--- src/rtl/vga_config_bank.sv ---
// Runtime VGA timing configuration bank: a writable shadow set copied to the active set on a frame
// boundary after a commit. Define VGA_CONFIG_CHECK_EN to reject inconsistent timing on apply.
module vga_config_bank #(
  parameter int unsigned ADDR_WIDTH      = 4,
  parameter int unsigned DATA_WIDTH      = 11,
  parameter int unsigned REZ_MAX_WIDTH   = 11,
  parameter int unsigned PULSE_WIDTH     = 8,
  parameter int unsigned HL_MARGIN_WIDTH = 8,
  parameter int unsigned HR_MARGIN_WIDTH = 6,
  parameter int unsigned VL_MARGIN_WIDTH = 6,
  parameter int unsigned VR_MARGIN_WIDTH = 4
) (
  input  logic                       Clk,
  input  logic                       Rst,
  input  logic                       Valid,
  input  logic [ADDR_WIDTH-1:0]      Addr,
  input  logic [DATA_WIDTH-1:0]      Data,
  input  logic                       Frame_end,
  output logic                       Load_config,
  output logic                       Pending,
  output logic                       Err,
  output logic [REZ_MAX_WIDTH-1:0]   H_count_max,
  output logic [PULSE_WIDTH-1:0]     H_sync_pulse,
  output logic [HL_MARGIN_WIDTH-1:0] H_left_margin,
  output logic [HR_MARGIN_WIDTH-1:0] H_right_margin,
  output logic [REZ_MAX_WIDTH-1:0]   V_count_max,
  output logic [PULSE_WIDTH-1:0]     V_sync_pulse,
  output logic [VL_MARGIN_WIDTH-1:0] V_left_margin,
  output logic [VR_MARGIN_WIDTH-1:0] V_right_margin
);

  // 640x480 preset doubles as the reset value of both register sets
  localparam logic [REZ_MAX_WIDTH-1:0]   P0HMax   = REZ_MAX_WIDTH'(799);
  localparam logic [PULSE_WIDTH-1:0]     P0HSync  = PULSE_WIDTH'(96);
  localparam logic [HL_MARGIN_WIDTH-1:0] P0HLeft  = HL_MARGIN_WIDTH'(48);
  localparam logic [HR_MARGIN_WIDTH-1:0] P0HRight = HR_MARGIN_WIDTH'(16);
  localparam logic [REZ_MAX_WIDTH-1:0]   P0VMax   = REZ_MAX_WIDTH'(524);
  localparam logic [PULSE_WIDTH-1:0]     P0VSync  = PULSE_WIDTH'(2);
  localparam logic [VL_MARGIN_WIDTH-1:0] P0VLeft  = VL_MARGIN_WIDTH'(33);
  localparam logic [VR_MARGIN_WIDTH-1:0] P0VRight = VR_MARGIN_WIDTH'(10);

  localparam logic [ADDR_WIDTH-1:0] AddrMode   = ADDR_WIDTH'(0);
  localparam logic [ADDR_WIDTH-1:0] AddrHMax   = ADDR_WIDTH'(1);
  localparam logic [ADDR_WIDTH-1:0] AddrHSync  = ADDR_WIDTH'(2);
  localparam logic [ADDR_WIDTH-1:0] AddrHLeft  = ADDR_WIDTH'(3);
  localparam logic [ADDR_WIDTH-1:0] AddrHRight = ADDR_WIDTH'(4);
  localparam logic [ADDR_WIDTH-1:0] AddrVMax   = ADDR_WIDTH'(5);
  localparam logic [ADDR_WIDTH-1:0] AddrVSync  = ADDR_WIDTH'(6);
  localparam logic [ADDR_WIDTH-1:0] AddrVLeft  = ADDR_WIDTH'(7);
  localparam logic [ADDR_WIDTH-1:0] AddrVRight = ADDR_WIDTH'(8);
  localparam logic [ADDR_WIDTH-1:0] AddrCommit = ADDR_WIDTH'(9);

  typedef enum logic [0:0] {StIdle, StArmed} state_e;

  state_e state_q, state_d;

  logic [REZ_MAX_WIDTH-1:0]   sh_hmax_q,   sh_hmax_d,   act_hmax_q;
  logic [PULSE_WIDTH-1:0]     sh_hsync_q,  sh_hsync_d,  act_hsync_q;
  logic [HL_MARGIN_WIDTH-1:0] sh_hleft_q,  sh_hleft_d,  act_hleft_q;
  logic [HR_MARGIN_WIDTH-1:0] sh_hright_q, sh_hright_d, act_hright_q;
  logic [REZ_MAX_WIDTH-1:0]   sh_vmax_q,   sh_vmax_d,   act_vmax_q;
  logic [PULSE_WIDTH-1:0]     sh_vsync_q,  sh_vsync_d,  act_vsync_q;
  logic [VL_MARGIN_WIDTH-1:0] sh_vleft_q,  sh_vleft_d,  act_vleft_q;
  logic [VR_MARGIN_WIDTH-1:0] sh_vright_q, sh_vright_d, act_vright_q;

  logic load_q;
  logic commit_wr;
  logic apply_try;
  logic apply_ok;
  logic cfg_ok;

  assign commit_wr = Valid && (Addr == AddrCommit);
  assign apply_try = (state_q == StArmed) && Frame_end;
  assign apply_ok  = apply_try && cfg_ok;

`ifdef VGA_CONFIG_CHECK_EN
  localparam int unsigned SumW = DATA_WIDTH + 2;

  logic [SumW-1:0] h_sum;
  logic [SumW-1:0] v_sum;
  logic            err_q;

  // Sums are widened so three fields can never wrap before the compare
  assign h_sum  = SumW'(sh_hsync_q) + SumW'(sh_hleft_q) + SumW'(sh_hright_q);
  assign v_sum  = SumW'(sh_vsync_q) + SumW'(sh_vleft_q) + SumW'(sh_vright_q);
  assign cfg_ok = (h_sum < SumW'(sh_hmax_q)) && (v_sum < SumW'(sh_vmax_q));

  always_ff @(posedge Clk or posedge Rst) begin
    if (Rst) begin
      err_q <= 1'b0;
    end else if (apply_try) begin
      err_q <= !cfg_ok;
    end
  end

  assign Err = err_q;
`else
  assign cfg_ok = 1'b1;
  assign Err    = 1'b0;
`endif

  always_comb begin
    state_d = state_q;
    unique case (state_q)
      StIdle:  if (commit_wr) state_d = StArmed;
      StArmed: if (Frame_end) state_d = StIdle;
      default: state_d = StIdle;
    endcase
  end

  always_comb begin
    sh_hmax_d   = sh_hmax_q;
    sh_hsync_d  = sh_hsync_q;
    sh_hleft_d  = sh_hleft_q;
    sh_hright_d = sh_hright_q;
    sh_vmax_d   = sh_vmax_q;
    sh_vsync_d  = sh_vsync_q;
    sh_vleft_d  = sh_vleft_q;
    sh_vright_d = sh_vright_q;
    if (Valid) begin
      unique case (Addr)
        AddrMode: begin
          unique case (Data[1:0])
            2'd0: begin
              sh_hmax_d   = P0HMax;
              sh_hsync_d  = P0HSync;
              sh_hleft_d  = P0HLeft;
              sh_hright_d = P0HRight;
              sh_vmax_d   = P0VMax;
              sh_vsync_d  = P0VSync;
              sh_vleft_d  = P0VLeft;
              sh_vright_d = P0VRight;
            end
            2'd1: begin
              sh_hmax_d   = REZ_MAX_WIDTH'(1055);
              sh_hsync_d  = PULSE_WIDTH'(128);
              sh_hleft_d  = HL_MARGIN_WIDTH'(88);
              sh_hright_d = HR_MARGIN_WIDTH'(40);
              sh_vmax_d   = REZ_MAX_WIDTH'(627);
              sh_vsync_d  = PULSE_WIDTH'(4);
              sh_vleft_d  = VL_MARGIN_WIDTH'(23);
              sh_vright_d = VR_MARGIN_WIDTH'(1);
            end
            2'd2: begin
              sh_hmax_d   = REZ_MAX_WIDTH'(1343);
              sh_hsync_d  = PULSE_WIDTH'(136);
              sh_hleft_d  = HL_MARGIN_WIDTH'(160);
              sh_hright_d = HR_MARGIN_WIDTH'(24);
              sh_vmax_d   = REZ_MAX_WIDTH'(805);
              sh_vsync_d  = PULSE_WIDTH'(6);
              sh_vleft_d  = VL_MARGIN_WIDTH'(29);
              sh_vright_d = VR_MARGIN_WIDTH'(3);
            end
            default: ;
          endcase
        end
        AddrHMax:   sh_hmax_d   = Data[REZ_MAX_WIDTH-1:0];
        AddrHSync:  sh_hsync_d  = Data[PULSE_WIDTH-1:0];
        AddrHLeft:  sh_hleft_d  = Data[HL_MARGIN_WIDTH-1:0];
        AddrHRight: sh_hright_d = Data[HR_MARGIN_WIDTH-1:0];
        AddrVMax:   sh_vmax_d   = Data[REZ_MAX_WIDTH-1:0];
        AddrVSync:  sh_vsync_d  = Data[PULSE_WIDTH-1:0];
        AddrVLeft:  sh_vleft_d  = Data[VL_MARGIN_WIDTH-1:0];
        AddrVRight: sh_vright_d = Data[VR_MARGIN_WIDTH-1:0];
        default: ;
      endcase
    end
  end

  always_ff @(posedge Clk or posedge Rst) begin
    if (Rst) begin
      state_q     <= StIdle;
      load_q      <= 1'b0;
      sh_hmax_q   <= P0HMax;
      sh_hsync_q  <= P0HSync;
      sh_hleft_q  <= P0HLeft;
      sh_hright_q <= P0HRight;
      sh_vmax_q   <= P0VMax;
      sh_vsync_q  <= P0VSync;
      sh_vleft_q  <= P0VLeft;
      sh_vright_q <= P0VRight;
    end else begin
      state_q     <= state_d;
      load_q      <= apply_ok;
      sh_hmax_q   <= sh_hmax_d;
      sh_hsync_q  <= sh_hsync_d;
      sh_hleft_q  <= sh_hleft_d;
      sh_hright_q <= sh_hright_d;
      sh_vmax_q   <= sh_vmax_d;
      sh_vsync_q  <= sh_vsync_d;
      sh_vleft_q  <= sh_vleft_d;
      sh_vright_q <= sh_vright_d;
    end
  end

  // Copies the registered (pre-write) shadow, so a same-cycle field write waits for a new commit
  always_ff @(posedge Clk or posedge Rst) begin
    if (Rst) begin
      act_hmax_q   <= P0HMax;
      act_hsync_q  <= P0HSync;
      act_hleft_q  <= P0HLeft;
      act_hright_q <= P0HRight;
      act_vmax_q   <= P0VMax;
      act_vsync_q  <= P0VSync;
      act_vleft_q  <= P0VLeft;
      act_vright_q <= P0VRight;
    end else if (apply_ok) begin
      act_hmax_q   <= sh_hmax_q;
      act_hsync_q  <= sh_hsync_q;
      act_hleft_q  <= sh_hleft_q;
      act_hright_q <= sh_hright_q;
      act_vmax_q   <= sh_vmax_q;
      act_vsync_q  <= sh_vsync_q;
      act_vleft_q  <= sh_vleft_q;
      act_vright_q <= sh_vright_q;
    end
  end

  assign Load_config    = load_q;
  assign Pending        = (state_q == StArmed);
  assign H_count_max    = act_hmax_q;
  assign H_sync_pulse   = act_hsync_q;
  assign H_left_margin  = act_hleft_q;
  assign H_right_margin = act_hright_q;
  assign V_count_max    = act_vmax_q;
  assign V_sync_pulse   = act_vsync_q;
  assign V_left_margin  = act_vleft_q;
  assign V_right_margin = act_vright_q;

endmodule
--- config.mk ---
export PLATFORM = sky130hd
export DESIGN_NAME = vga_config_bank
export DESIGN_NICKNAME = d
export VERILOG_FILES = /design/src/rtl/vga_config_bank.sv
export SDC_FILE = /design/constraint.sdc
export NUM_CORES = 1
export LEC_CHECK = 0
export ABC_CLOCK_PERIOD_IN_PS = 6900
export CAP_MARGIN = 5
export CORE_UTILIZATION = 40
export DETAILED_ROUTE_END_ITERATION = 7
export PLACE_DENSITY = 0.7
export SYNTH_ARGS = -nofsm -noshare
export SYNTH_HDL_FRONTEND = slang
export SYNTH_SLANG_ARGS = --single-unit
--- constraint.sdc ---
create_clock -name Clk -period 6.9 [get_ports Clk]
set_clock_uncertainty 0.1 [all_clocks]
set_input_delay 1.38 -clock Clk [delete_from_list [all_inputs] [get_ports Clk]]
set_output_delay 1.38 -clock Clk [all_outputs]
set_load 0.05 [all_outputs]
==> impl_metrics.csv, run 1 <==
group,metric,value,unit
synth,synth_edf_count,0,
cts,clk_pin_slew_worst_paths,0.05,ns
routing,route.detailed.vias_per_inst,5.21,
routing,num_vias,3685,
run,drv_cap,0,
die,fp-row-count,42,
worst_setup_path,worstSetupEndpoint,"sh_vmax_q[0]",
worst_setup_path,crit_fanout,18,
die,die_x,120,µm
synth,post_synth_inst_count,446,
run_status,run_status,"finished clean",
place,dpl.hpwl,8.28,mm
worst_setup_path,cp_data_arrival_time,4.39,ns
worst_setup_path,r2r_slack,4.36,ns
sta,final_min_period_over_clock_period,0.608,
worst_setup_path,critical_path.endpoint_type,"register",
sta,setup_viol,0,
cts,post-cts-setup-buffer-count,0,
synth,async_flop_share,1.00,
synth,synth.most_common_cell,"sky130_fd_sc_hd__dfrtp_1",
worst_setup_path,timing.rr.start,"Pending",
sta,fin_crit,4.19,ns
die,core,13300,µm²
synth,synth_common_cells,"sky130_fd_sc_hd__dfrtp_1, sky130_fd_sc_hd__mux2_2, sky130_fd_sc_hd__nand2_1",
cts,cts_repair_resize_count,0,
synth,synth-seq-area-share,0.579,
power_and_ir_drop,power.leakage,2.94,nW
synth,netlist-cell-type-count,53,
place,place.port_buffers,82,
sta,achievable-frequency,238,MHz
cts,cts.sinks,126,
synth,synth.cell_area,5530,µm²
die,initial_core_util,0.414,
synth,synthDominantAreaCellType,"sky130_fd_sc_hd__dfrtp_1",
cts,clock_tree_from_tritoncts,"built",
place,place_worst_setup_slack,2.33,ns
synth,syn_avg_cell_area,12.4,µm²
global_route,grt_usage,0.188,
die,fp.dieH,120,µm
sta,relSlewSlack,0.286,
sta,finalHoldWorstSlack,0.377,ns
cts,worstSkewPairLatency,0.41,ns
routing,drc_errors,0,
global_route,grt-ovfl-total,0,
cts,cts_max_level,4,
global_route,grt_antenna_before_repair,0,
finish,fillerInstances,1151,
synth,synth.area.top_cells,"sky130_fd_sc_hd__dfrtp_1, sky130_fd_sc_hd__dfstp_2, sky130_fd_sc_hd__mux2_2, sky130_fd_sc_hd__nand2_1, sky130_fd_sc_hd__o21ai_0",
sta,final-max-slew-violation-count,0,
power_and_ir_drop,maximum_vdd_drop,270,µV
sta,rsz0062_at_grt,"no",
cts,cts_max_path_buffers,2,
worst_setup_path,timing.critical_path.from_type,"input port",
worst_setup_path,slowest_stage,"sky130_fd_sc_hd__clkdlybuf4s50_1",
global_route,grt_pass1_wl,20.4,mm
routing,detail-route-antenna-nets,0,
finish,multi_input_comb_area,2100,µm²
worst_setup_path,reg2reg_capture_point,"V_sync_pulse[4]",
synth,postSynth.topFlopCell,"sky130_fd_sc_hd__dfrtp_1",
synth,syn-num-nets,470,
worst_setup_path,required_time_of_the_critical_path,7.09,ns
worst_setup_path,cp_cell_sequence,"clkdlybuf4s50_1 -> inv_1 -> ha_1 -> nor2_1 -> nand2_1 -> nand4_1 -> mux2_2",
cts,postCtsHoldBufs,0,
finish,nets,542,
synth,yosysWarningCount,0,
power_and_ir_drop,power_per_cell_area,483,nW/µm²
worst_setup_path,r2r_depth,3,
min_path,timing.hold.worst.class,"reg2reg",
global_route,maximum_number_of_pins_on_one_net_before_global_route_repair,73,
place,finalWeightedCongestion,0.827,
sta,fin_setup_tns,0,ns
sta,setup_ws,2.71,ns
finish,flow.area_growth_from_synthesis,26.6,%
worst_setup_path,path_delay_family,"buffers and inverters",
sta,worstMarginPinSlew,1.07,ns
finish,antennaDiodeCount,0,
die,floorplan.die_area,14300,µm²
worst_setup_path,timing.critical_path.depth,7,
worst_setup_path,critical_path.max_stage_delay,0.77,ns
routing,detail_route.first_pass.iterations,4,
cts,clock_tree.root_cell,"sky130_fd_sc_hd__clkbuf_16",
cts,cts_inserted_buffers,17,
worst_setup_path,worstSetupPathType,"in2reg",
worst_setup_path,worstSetupStartpoint,"Data[1]",
routing,drt-initial-drc-count,244,
global_route,number_of_global_route_vias_before_repair,3844,
finish,register_area,3200,µm²
worst_setup_path,critical_path_buf_inv_count,2,
routing,route.detailed.wl_per_inst,17.6,µm
finish,share_of_layout_cells_above_drive_strength_1,0.294,
synth,synth_seq_cells,126,
die,pin_count,84,
synth,synth.top_cell.area_share,0.389,
routing,routed_wirelength,12.5,mm
sta,report.final.hold_viol_count,0,
## worst reg2reg max path: stages (launching register included)
cell and delay (ns):
sky130_fd_sc_hd__dfrtp_1 0.42, sky130_fd_sc_hd__nand2_1 0.46, sky130_fd_sc_hd__inv_2 0.98, sky130_fd_sc_hd__mux2_2 0.46
## state kept, by name (all words and copies together), names as in the netlist, 8 cells and up
| name | flops |
|---|---|
| sh_hsync_q | 8 |
| sh_hleft_q | 8 |
| sh_hmax_q | 11 |
| sh_vsync_q | 8 |
| H_count_max | 11 |
| H_left_margin | 8 |
| sh_vmax_q | 11 |
| V_sync_pulse | 8 |
| V_count_max | 11 |
| H_sync_pulse | 8 |
## per-stage QoR
| step | power [mW] | instance area (µm²) | instances | utilization |
|---|---|---|---|---|
| floorplan | 2.10 | 5530 | 446 | - |
| global placement | 2.52 | 6420 | 675 | 0.481 |
| detailed placement | 2.54 | 6420 | 675 | 0.481 |
| CTS | 3.41 | 7000 | 707 | 0.524 |
| global route | 3.53 | 7000 | 707 | 0.524 |
| finish | 3.38 | 7000 | 707 | 0.524 |
## kinds of logic after synthesis
| family | count (synthesis) | share of synthesized area |
|---|---|---|
| compound gates | 86 | 0.103 |
| xor+xnor | 2 | 0.00317 |
| fa+ha+maj | 5 | 0.0113 |
| buf+inv | 47 | 0.0410 |
| flops | 126 | 0.579 |
| mux | 81 | 0.162 |
| other cells | 1 | 0.000678 |
| simple gates | 98 | 0.0998 |
## per-layer routing
layer,vias to the layer above,global-route usage,share of wire
met5,-,0,0
met4,0,0.0867,0.019
met3,22,0.0475,0.055
met2,107,0.286,0.46
met1,1833,0.251,0.46
li1,1723,-,-
## worst min path at each step
| stage | start | to | cells after the start |
|---|---|---|---|
| after floorplan | sh_hsync_q[6] | sh_hsync_q[6] | 2 |
| after global routing | sh_vleft_q[1] | sh_vleft_q[1] | 2 |
| after global placement | sh_hsync_q[6] | sh_hsync_q[6] | 2 |
| final | V_count_max[6] | V_count_max[6] | 2 |
| after CTS | V_count_max[6] | V_count_max[6] | 2 |
| after detailed placement | V_count_max[6] | V_count_max[6] | 2 |
## where the power goes
part | switching, mW | internal [mW] | leakage (nW)
registers | 0.135 | 1.05 | 1.51
clock network | 0.310 | 0.548 | 0.272
logic | 0.849 | 0.493 | 1.16
total | 1.29 | 2.09 | 2.94
## cell usage in the layout (no fill, tap or decap), types with 3 or more instances in the layout
master | Yosys | layout
sky130_fd_sc_hd__a21o_1 | 3 | 3
sky130_fd_sc_hd__a21oi_1 | 12 | 12
sky130_fd_sc_hd__a22o_1 | 8 | 8
sky130_fd_sc_hd__clkbuf_1 | 11 | 3
sky130_fd_sc_hd__clkbuf_16 | 0 | 17
sky130_fd_sc_hd__clkdlybuf4s50_1 | 0 | 82
sky130_fd_sc_hd__clkinv_2 | 0 | 3
sky130_fd_sc_hd__clkinvlp_4 | 0 | 4
sky130_fd_sc_hd__dfrtp_1 | 86 | 86
sky130_fd_sc_hd__dfstp_2 | 40 | 40
sky130_fd_sc_hd__ha_1 | 5 | 5
sky130_fd_sc_hd__inv_1 | 16 | 14
sky130_fd_sc_hd__mux2_2 | 66 | 66
sky130_fd_sc_hd__mux2i_1 | 15 | 15
sky130_fd_sc_hd__nand2_1 | 49 | 49
sky130_fd_sc_hd__nand3_1 | 5 | 5
sky130_fd_sc_hd__nand4_1 | 3 | 3
sky130_fd_sc_hd__nor2_1 | 15 | 15
sky130_fd_sc_hd__nor3_1 | 3 | 3
sky130_fd_sc_hd__nor4b_2 | 3 | 3
sky130_fd_sc_hd__o211ai_1 | 4 | 4
sky130_fd_sc_hd__o21a_1 | 4 | 4
sky130_fd_sc_hd__o21ai_0 | 31 | 31
sky130_fd_sc_hd__o21ai_1 | 7 | 7
sky130_fd_sc_hd__o22a_1 | 6 | 6
## layout make-up
class,count,share of cell area
clock inverter,10,0.0163
clock buffer,22,0.0663
inverter,16,0.00894
tap,176,0.0315
timing repair buffer,84,0.119
multi-input combinational,273,0.300
sequential,126,0.458
(Power assumes the default switching activity.)
==> inputs of run 2 (changes only) <==
--- a/config.mk
+++ b/config.mk
@@ -5,7 +5,7 @@
 export SDC_FILE = /design/constraint.sdc
 export NUM_CORES = 1
 export LEC_CHECK = 0
-export ABC_CLOCK_PERIOD_IN_PS = 6900
+export ABC_CLOCK_PERIOD_IN_PS = 4250
 export CAP_MARGIN = 5
 export CORE_UTILIZATION = 40
 export DETAILED_ROUTE_END_ITERATION = 7
==> constraint.sdc (replaced) <==
create_clock -name Clk -period 4.25 [get_ports Clk]
set_clock_uncertainty 0.1 [all_clocks]
set_input_delay 0.85 -clock Clk [delete_from_list [all_inputs] [get_ports Clk]]
set_output_delay 0.85 -clock Clk [all_outputs]
set_load 0.05 [all_outputs]
==> run 2 against run 1 <==
Die area unchanged. First-iteration DRC count decreased by 12%. Non-clock buffer count increased by 6. Clock power increased by 68%. Sequential cell count unchanged. Sequential share of layout area decreased by 0.51 points. Core utilization increased by 0.59 points. Via count increased by 0.95%. Register-to-register slack got worse by 2.3 ns. Global-route usage increased by 0.21 points. Combinational power increased by 63%. Count of clock-buffer cells in the layout increased by 4.
==> impl_metrics.csv, run 2 (synthesis gave the netlist of run 1 again) <==
group,metric,value,unit
cts,cts_max_path_buffers,2,
power_and_ir_drop,power_switching,2.09,mW
power_and_ir_drop,comb_power_share,0.395,
global_route,grt_antenna_before_repair,0,
sta,fin_crit,3.49,ns
worst_setup_path,r2r_depth,4,
cts,clk_pin_slew_worst_paths,0.05,ns
finish,fillerInstances,1161,
place,finalWeightedCongestion,0.844,
finish,post-route-util,0.530,
sta,relSlewSlack,0.289,
sta,fin_setup_tns,0,ns
min_path,worstHoldPathCells,2,
finish,flow.area_growth_from_synthesis,28.0,%
global_route,grt_usage,0.190,
place,place.port_buffers,82,
die,core,13300,µm²
die,fp-row-count,42,
run,drv_cap,0,
worst_setup_path,critical_path.max_stage_delay,0.69,ns
worst_setup_path,worstSetupPathType,"in2reg",
finish,antennaDiodeCount,0,
worst_setup_path,cp_cell_sequence,"clkdlybuf4s50_1 -> inv_1 -> ha_1 -> nor4_1 -> or3_1 -> nand2_1 -> o21ai_2",
power_and_ir_drop,power_per_cell_area,783,nW/µm²
cts,cts_repair_resize_count,0,
sta,rsz0062_at_grt,"no",
sta,report.final.hold_viol_count,0,
worst_setup_path,required_time_of_the_critical_path,4.48,ns
routing,drc_errors,0,
cts,clock_tree_from_tritoncts,"built",
finish,share_of_layout_cells_above_drive_strength_1,0.302,
worst_setup_path,slowest_stage,"sky130_fd_sc_hd__nor4_1",
routing,routed_wirelength,12.5,mm
die,floorplan.die_area,14300,µm²
worst_setup_path,critical_path.endpoint_type,"register",
routing,route.detailed.wl_per_inst,17.5,µm
worst_setup_path,cp_data_arrival_time,3.72,ns
sta,worstMarginPinSlew,1.07,ns
place,dpl.hpwl,8.38,mm
cts,post-cts-setup-buffer-count,0,
routing,num_vias,3720,
cts,postCtsHoldBufs,0,
worst_setup_path,crit_fanout,18,
cts,cts_inserted_buffers,17,
cts,cts_max_level,4,
global_route,grt_pass1_wl,20.6,mm
finish,final_common_cell,"sky130_fd_sc_hd__dfrtp_1",
global_route,number_of_global_route_vias_before_repair,3879,
die,die_x,120,µm
power_and_ir_drop,sequential_share_of_power,0.346,
routing,route.detailed.vias_per_inst,5.22,
sta,setup_viol,0,
finish,nets,548,
cts,clock_tree.root_cell,"sky130_fd_sc_hd__clkbuf_16",
cts,worstSkewPairLatency,0.41,ns
cts,cts.sinks,126,
power_and_ir_drop,cellInternalPower,3.46,mW
global_route,grt-ovfl-total,0,
finish,layout.cells.most_common_list,"sky130_fd_sc_hd__dfrtp_1, sky130_fd_sc_hd__clkdlybuf4s50_1, sky130_fd_sc_hd__mux2_2",
die,initial_core_util,0.414,
sta,setup_ws,0.758,ns
sta,final-max-slew-violation-count,0,
power_and_ir_drop,power.leakage,3.00,nW
min_path,timing.hold.worst.class,"reg2reg",
routing,drt-initial-drc-count,215,
die,pin_count,84,
die,fp.dieH,120,µm
power_and_ir_drop,maximum_vdd_drop,333,µV
routing,detail-route-antenna-nets,0,
run_status,run_status,"finished clean",
sta,final_min_period_over_clock_period,0.822,
worst_setup_path,timing.critical_path.from_type,"input port",
routing,detail_route.first_pass.iterations,4,
power_and_ir_drop,sw_frac_of_total,0.376,
power_and_ir_drop,power.clock.fraction,0.259,
sta,achievable-frequency,286,MHz
place,place_worst_setup_slack,0.374,ns
global_route,maximum_number_of_pins_on_one_net_before_global_route_repair,67,
run 2: cell count changes in the layout (fill, tap and decap cells not counted), sizes merged:
cell	before	now
clkinvlp	4	0
buf	2	8
clkbuf	22	26
run 2: through the flow:
stage	power, mW	instances	cell area (µm²)	hold slack (ns)
floorplan	3.41	446	5530	0.341
global placement	4.10	681	6480	0.357
detailed placement	4.14	681	6480	0.361
CTS	5.60	713	7080	0.369
global route	5.80	713	7080	0.382
finish	5.54	713	7080	0.362
run 2: worst paths after layout:
kind / startpoint / endpoint / slack (ns)
worst min-delay path: sh_hsync_q[6] / sh_hsync_q[6] / 0.36
min in group asynchronous: Rst / V_sync_pulse[3] / 0.85
worst max register to register: Pending / H_left_margin[6] / 2.06
max in group asynchronous: Rst / V_left_margin[0] / 2.37
worst min register to register: sh_hsync_q[6] / sh_hsync_q[6] / 0.36
worst max-delay path: Data[0] / sh_hsync_q[3] / 0.76
run 2: critical path, delay by kind of cell:
family | cells | cell delay [ns]
buffers and inverters | 2 | 0.82
and+or+nand+nor | 3 | 1.40
adders and majority gates | 1 | 0.56
AOI/OAI and AO/OA | 1 | 0.08
run 2: power groups by stage:
stage / clock [mW] / sequential [mW] / combinational (mW)
2_1_floorplan: 0 / 2.86 / 0.555
6_report: 1.44 / 1.92 / 2.19
3_3_place_gp: 0 / 1.93 / 2.18
5_1_grt: 1.53 / 1.97 / 2.30
3_5_place_dp: 0 / 1.94 / 2.20
4_1_cts: 1.47 / 1.93 / 2.21
run 2: area by class of cell:
class                           count  area [µm²]  share of cell area
Inverter                           16        62.6             0.00884
Clock buffer                       26         519              0.0734
Clock inverter                      6        80.1              0.0113
Tap cell                          176         220              0.0311
Sequential cell                   126        3200               0.453
Multi-Input combinational cell    273        2100               0.296
Timing Repair Buffer               90         893               0.126
run 2: layer usage:
layer,GRT usage,part of all wire
met5,0,0
met4,0.0672,0.016
met3,0.0608,0.058
met2,0.274,0.46
met1,0.267,0.47
